===== config.mk =====
export PLATFORM = sky130hd
export DESIGN_NAME = dcache_port_arbiter
export DESIGN_NICKNAME = d
export VERILOG_FILES = /design/src/rtl/dcache_port_arbiter.sv
export SDC_FILE = /design/constraint.sdc
export NUM_CORES = 1
export LEC_CHECK = 0
export ABC_AREA = 0
export BUFFER_PORTS_ARGS = -buffer_cell sky130_fd_sc_hd__buf_2
export CORE_AREA = 2 2 67 69
export DETAILED_ROUTE_END_ITERATION = 16
export DIE_AREA = 0 0 69 71
export PLACE_DENSITY = 0.74
export REMOVE_ABC_BUFFERS = 1
export SETUP_SLACK_MARGIN = 0.05
export SYNTH_ARGS = -nofsm -noshare
export SYNTH_HDL_FRONTEND = slang
export SYNTH_SLANG_ARGS = --single-unit

===== constraint.sdc =====
create_clock -name clk_core -period 2.3 [get_ports clk_core]
set_clock_uncertainty 0.2 [all_clocks]
set_input_delay 0.115 -clock clk_core [delete_from_list [all_inputs] [get_ports clk_core]]
set_output_delay 0.115 -clock clk_core [all_outputs]
set_load 0.05 [all_outputs]

===== src/rtl/dcache_port_arbiter.sv =====
// Shares the single dcache lookup port among fetch1 walker, memory1 walker and memory0 pipeline.
// Latency: gnt in the issue cycle (dc_read & dc_ready), done in the dc_done cycle, issue-to-issue >= 2 cycles.
// Backpressure: dc_ready low holds the winner's dc_read/dc_addr with no gnt; one lookup outstanding at a time.
// Optional DCARB_RR_EN: fe1/mem1 alternate round-robin instead of fixed mem1 > fe1.
module dcache_port_arbiter #(
  parameter int STARVE_MAX = 4
) (
  input  logic        clk_core,
  input  logic        reset,
  input  logic        fe1_req,
  input  logic [28:2] fe1_addr,
  output logic        fe1_gnt,
  output logic        fe1_done,
  input  logic        mem1_req,
  input  logic [28:2] mem1_addr,
  output logic        mem1_gnt,
  output logic        mem1_done,
  input  logic        pipe_req,
  input  logic [31:2] pipe_addr,
  output logic        pipe_gnt,
  output logic        pipe_done,
  input  logic        csr_kill,
  input  logic [31:0] csr_satp,
  output logic        dc_read,
  output logic        dc_trans,
  output logic [8:0]  dc_asid,
  output logic [31:2] dc_addr,
  input  logic        dc_ready,
  input  logic        dc_done,
  output logic        arb_busy
);

  typedef enum logic [1:0] {
    ST_IDLE  = 2'd0,
    ST_WAIT  = 2'd1,
    ST_DRAIN = 2'd2
  } state_t;

  typedef enum logic [1:0] {
    OWN_FE1  = 2'd0,
    OWN_MEM1 = 2'd1,
    OWN_PIPE = 2'd2
  } owner_t;

  localparam logic [3:0] STARVE_LIM = 4'(STARVE_MAX);

  state_t     state;
  owner_t     owner;
  logic [3:0] starve_cnt;

  logic   issue_en;
  logic   pipe_eff;
  logic   pipe_starved;
  logic   walker_pick_mem1;
  logic   win_vld;
  owner_t win_sel;
  logic   issue_fire;
  logic   kill_owned;
  logic   done_fire;
  logic   unused_satp;

  // Issue only from IDLE and never while reset is asserted, so all outputs read 0 in reset.
  assign issue_en     = (state == ST_IDLE) && !reset;
  // A killed pipeline request is invisible to arbitration and to the starvation count.
  assign pipe_eff     = pipe_req && !csr_kill;
  assign pipe_starved = pipe_eff && (starve_cnt == STARVE_LIM);

`ifdef DCARB_RR_EN
  logic rr_mem1;
  assign walker_pick_mem1 = rr_mem1;
`else
  assign walker_pick_mem1 = 1'b1;
`endif

  // Winner selection: starved pipeline first, then walkers, then pipeline.
  always_comb begin
    win_vld = 1'b0;
    win_sel = OWN_FE1;
    if (pipe_starved) begin
      win_vld = 1'b1;
      win_sel = OWN_PIPE;
    end else if (mem1_req && fe1_req) begin
      win_vld = 1'b1;
      win_sel = walker_pick_mem1 ? OWN_MEM1 : OWN_FE1;
    end else if (mem1_req) begin
      win_vld = 1'b1;
      win_sel = OWN_MEM1;
    end else if (fe1_req) begin
      win_vld = 1'b1;
      win_sel = OWN_FE1;
    end else if (pipe_eff) begin
      win_vld = 1'b1;
      win_sel = OWN_PIPE;
    end
  end

  // Lookup steering: walkers issue zero-extended physical addresses, pipeline issues virtual ones.
  always_comb begin
    dc_read  = 1'b0;
    dc_trans = 1'b0;
    dc_addr  = '0;
    if (issue_en && win_vld) begin
      dc_read = 1'b1;
      case (win_sel)
        OWN_FE1:  dc_addr = {3'b000, fe1_addr};
        OWN_MEM1: dc_addr = {3'b000, mem1_addr};
        OWN_PIPE: begin
          dc_addr  = pipe_addr;
          dc_trans = 1'b1;
        end
        default:  dc_addr = '0;
      endcase
    end
  end

  // Grants and dones have to land in the handshake cycle itself, so they are decoded, not registered.
  assign issue_fire = dc_read && dc_ready;
  assign fe1_gnt    = issue_fire && (win_sel == OWN_FE1);
  assign mem1_gnt   = issue_fire && (win_sel == OWN_MEM1);
  assign pipe_gnt   = issue_fire && (win_sel == OWN_PIPE);

  // A kill that coincides with the pipeline's own response swallows that response.
  assign kill_owned = csr_kill && (owner == OWN_PIPE);
  assign done_fire  = (state == ST_WAIT) && dc_done && !reset && !kill_owned;
  assign fe1_done   = done_fire && (owner == OWN_FE1);
  assign mem1_done  = done_fire && (owner == OWN_MEM1);
  assign pipe_done  = done_fire && (owner == OWN_PIPE);

  assign dc_asid     = csr_satp[30:22];
  assign arb_busy    = (state != ST_IDLE);
  assign unused_satp = ^{csr_satp[31], csr_satp[21:0]};

  // Access sequencer: IDLE issues, WAIT returns the response, DRAIN discards a killed pipeline response.
  always_ff @(posedge clk_core) begin
    if (reset) begin
      state <= ST_IDLE;
      owner <= OWN_FE1;
    end else begin
      case (state)
        ST_IDLE: begin
          if (issue_fire) begin
            owner <= win_sel;
            state <= ST_WAIT;
          end
        end
        ST_WAIT: begin
          if (dc_done) begin
            state <= ST_IDLE;
          end else if (kill_owned) begin
            state <= ST_DRAIN;
          end
        end
        ST_DRAIN: begin
          if (dc_done) begin
            state <= ST_IDLE;
          end
        end
        default: state <= ST_IDLE;
      endcase
    end
  end

  // Starvation guard: count IDLE cycles a live pipeline request loses, saturating at the limit.
  always_ff @(posedge clk_core) begin
    if (reset) begin
      starve_cnt <= 4'd0;
    end else if (!pipe_req || pipe_gnt) begin
      starve_cnt <= 4'd0;
    end else if ((state == ST_IDLE) && pipe_eff && (starve_cnt != STARVE_LIM)) begin
      starve_cnt <= starve_cnt + 4'd1;
    end
  end

`ifdef DCARB_RR_EN
  // Round-robin pointer: after a walker is granted, the other walker wins the next tie.
  always_ff @(posedge clk_core) begin
    if (reset) begin
      rr_mem1 <= 1'b1;
    end else if (mem1_gnt) begin
      rr_mem1 <= 1'b0;
    end else if (fe1_gnt) begin
      rr_mem1 <= 1'b1;
    end
  end
`endif

endmodule


==> key figures <==
GRT
  – Total congestion overflow: 0
  – Number of global-route vias before repair: 1604
  – Pin count of the biggest net entering global routing: 30
  – Initial antenna violation count: 5
  – Total GRT Usage: 20.00%
  – Global-route wire length before repair: 7852 um

STA
  – Least-Margin Pin Slew: 0.5410 ns
  – Min Clock Period, post-route: 2.219 ns
  – Rel. slew slack: 63.77%
  – Fmax: 450.7 MHz
  – Final Hold Viols: 0
  – Min Hold Slack: 0.009456 ns
  – Final TNS setup: 0 ns
  – Unrepaired setup endpoints after global routing: yes
  – Period utilisation layout: 96.47%
  – Final setup violating endpoints: 0
  – Slew Limit Fails: 0

Clock tree
  – Clock-pin transition on the worst setup and hold timing paths: 0.04 ns
  – Clk buf depth: 2
  – CTS tree: done
  – # clock sinks: 8
  – Clk Latency, worst-skew pair: 0.24 ns
  – CTS root buffer: clkbuf_8
  – Htree depth: 1
  – Inserted Clock Buffers: 3

Logic synthesis
  – Post-synth EDFFs: 0
  – Mapped Area: 0.001057 sq mm
  – Register area share after synthesis: 15.15%
  – Mean Syn Cell Area: 7.606 sq um
  – Compound-Gate Fraction of Synth Area: 31.12%
  – Fraction of registers with async set/reset: 0%
  – Post-synth cell types: 33
  – Post-Synth XOR/XNOR Area: 2.485%
  – Warnings, synthesis: 0
  – Ys flop type: dfxtp_1
  – Syn Inst Count: 139
  – Adder-Cell Fraction of Synth Area: 2.367%
  – Post-synthesis mux area share: 2.840%
  – Yosys reg bits: 8
  – Post-Synth Simple-Gate Area: 30.41%
  – Largest family of logic cells by synthesized area: compound AO/OA/AOI/OAI gates

Power and ir drop
  – Cell Pwr Density: 390.7 mW/mm^2
  – Maximum vdd drop: 0.3455 mV
  – LEAKAGE: 0.001060 uW

Place
  – IO buf count: 130
  – GPL Wtd Cong: 0.8344
  – Detailed placement HPWL: 3864 um
  – Placed Instances: 306

Critical path
  – Crit path kind: register to primary output
  – Kind of start point of the critical path: register
  – Reg-to-reg slack, setup: 0.51 ns
  – CP Data Arrival Time: 1.90 ns
  – Reg2Reg Capture Point: starve_cnt[0]
  – FF-to-FF Start: starve_cnt[0]
  – Data required, critical path: 1.99 ns
  – R2r worst-path depth: 7
  – Worst Setup End Kind: primary output
  – Worst Path Max Fanout: 7

Cells and area
  – Area of the multi-input gates: 772.0 sq um
  – Fillers: 430
  – Fraction of layout cells with a size suffix above 1: 59.70%
  – Fin cells: 325
  – Register Area: 162.7 sq um
  – Area growth syn-to-layout: 90.41%
  – Nets: 396

Detailed routing
  – # DRC: 0
  – Avg WL per Cell: 16.65 um
  – Vias per cell: 5.372
  – DR iter-0 viols: 222
  – Via Count: 1746
  – Antenna viol nets, final: 0
  – Routed WL: 5412 um
  – DR pass1 iterations: 7

Floorplanning
  – Core box area: 0.004204 sq mm
  – Die width: 69 um
  – I/O pin cnt: 172
  – Initial Utilization: 25.15%
  – Std cell rows: 24
  – Die height: 71 um
  – DIE AREA: 0.004899 sq mm

Min path
  – Min-Delay Endpoint: starve_cnt[0]
  – Hold-critical path depth: 3
  – Hold Crit Class: primary input to register
  – Min-delay src: pipe_req

Outcome
  – Status: completed

Flow run
  – Max-Cap Viols: 0
==> cell families after synthesis <==
group                    Yosys count
adder cells (fa/ha/maj)            2
multiplexers                       3
flip-flops                         8
XOR/XNOR                           3
AO/OA/AOI/OAI                     34
AND/OR/NAND/NOR                   63
buffers and inverters             26
==> layout by cell type, fill, tap and decap left out, types with 2 or more instances in the layout <==
| cell | count |
|---|---|
| or3_4 | 2 |
| inv_2 | 2 |
| nand4_1 | 2 |
| nor3_1 | 3 |
| a21oi_1 | 2 |
| dlygate4sd3_1 | 3 |
| clkbuf_4 | 9 |
| and3_1 | 7 |
| mux2i_1 | 3 |
| buf_4 | 21 |
| nand3_1 | 2 |
| dfxtp_2 | 2 |
| diode_2 | 5 |
| nor2b_1 | 3 |
| clkbuf_8 | 3 |
| buf_2 | 97 |
| a222oi_1 | 27 |
| buf_6 | 14 |
| inv_1 | 3 |
| dfxtp_1 | 6 |
| xor2_1 | 2 |
| nor2_1 | 34 |
==> state kept, by name, indices dropped and copies added, names as in the netlist <==
name	cells
owner	2
state	2
starve_cnt	4
==> worst max-delay path: stages, from the launching register on <==
cell,delay [ns]
dfxtp_2,0.32
inv_2,0.08
ha_4,0.13
and3b_2,0.22
o22ai_4,0.11
buf_6,0.16
a222oi_1,0.37
nor2_1,0.12
buf_6,0.17
==> per-layer routing <==
layer  up-vias  track usage (%)  routed length [um]
li1        812                -                   -
met1       784            23.12                1999
met2       139            29.06                2361
met3         9            14.25                 954
met4         2            6.754                  83
met5         -                0                  13
==> final cells by class <==
cell class | instances | area share (%)
inverter | 5 | 0.9323
tap | 52 | 3.232
sequential | 8 | 8.080
clock buffer | 3 | 2.051
antenna | 5 | 0.6215
multi-input combinational | 106 | 38.35
timing repair buffer | 146 | 46.74
==> Yosys cell counts, types with 2 or more instances <==
cell	instances	area, sq um
and3_1	7	43.79
nand3_1	2	10.01
ha_1	2	25.02
clkbuf_1	2	7.510
buf_4	10	75.07
nor3_1	3	15.01
and3b_1	2	17.52
a222oi_1	27	270.3
inv_1	5	18.77
buf_6	3	33.78
nor2_1	34	127.6
nor2b_1	3	18.77
xor2_1	2	17.52
a21oi_1	3	15.01
dfxtp_1	8	160.2
nand4_1	2	12.51
mux2i_1	3	30.03
buf_2	6	30.03
==> what timing repair did <==
item,4_1_cts,5_1_grt
gates resized for setup,21,55
cloned,2,1
hold buffers,3,0
endpoints found under the setup margin,33,34
pin swaps,6,14
buffers inserted,4,3
hold endpoints to repair,4,0
==> power breakdown <==
part / total, uW / switching (uW) / internal (uW)
combinational: 467 / 278 / 190
clock: 173 / 59.2 / 114
sequential: 146 / 3.14 / 143
==> how the worst max path moves through the flow <==
stage                   from     endpoint  slack, ns  depth (start not counted)
2_1_floorplan  starve_cnt[0]  dc_addr[10]      -0.85                          6
6_report       starve_cnt[0]  dc_addr[20]       0.08                          8
3_5_place_dp   starve_cnt[0]  dc_addr[20]       0.15                          8
5_1_grt        starve_cnt[0]  dc_addr[11]       0.01                          8
4_1_cts        starve_cnt[0]  dc_addr[20]       0.04                          9
3_3_place_gp   starve_cnt[0]  dc_addr[20]       0.24                          8
==> metrics by stage <==
step                      total power (uW)  util (%)  area (sq um)  worst slack [ns]
after floorplan                      395.0         -         910.9           -0.8472
after global routing                 822.9     47.65          2003          0.009588
after detailed placement             548.8     40.24          1692            0.1483
final                                786.5     47.89          2013           0.08121
after CTS                            769.7     45.54          1914           0.03833
after global placement               545.9     40.24          1692            0.2379
No activity file was read; power rests on OpenSTA's default activity.
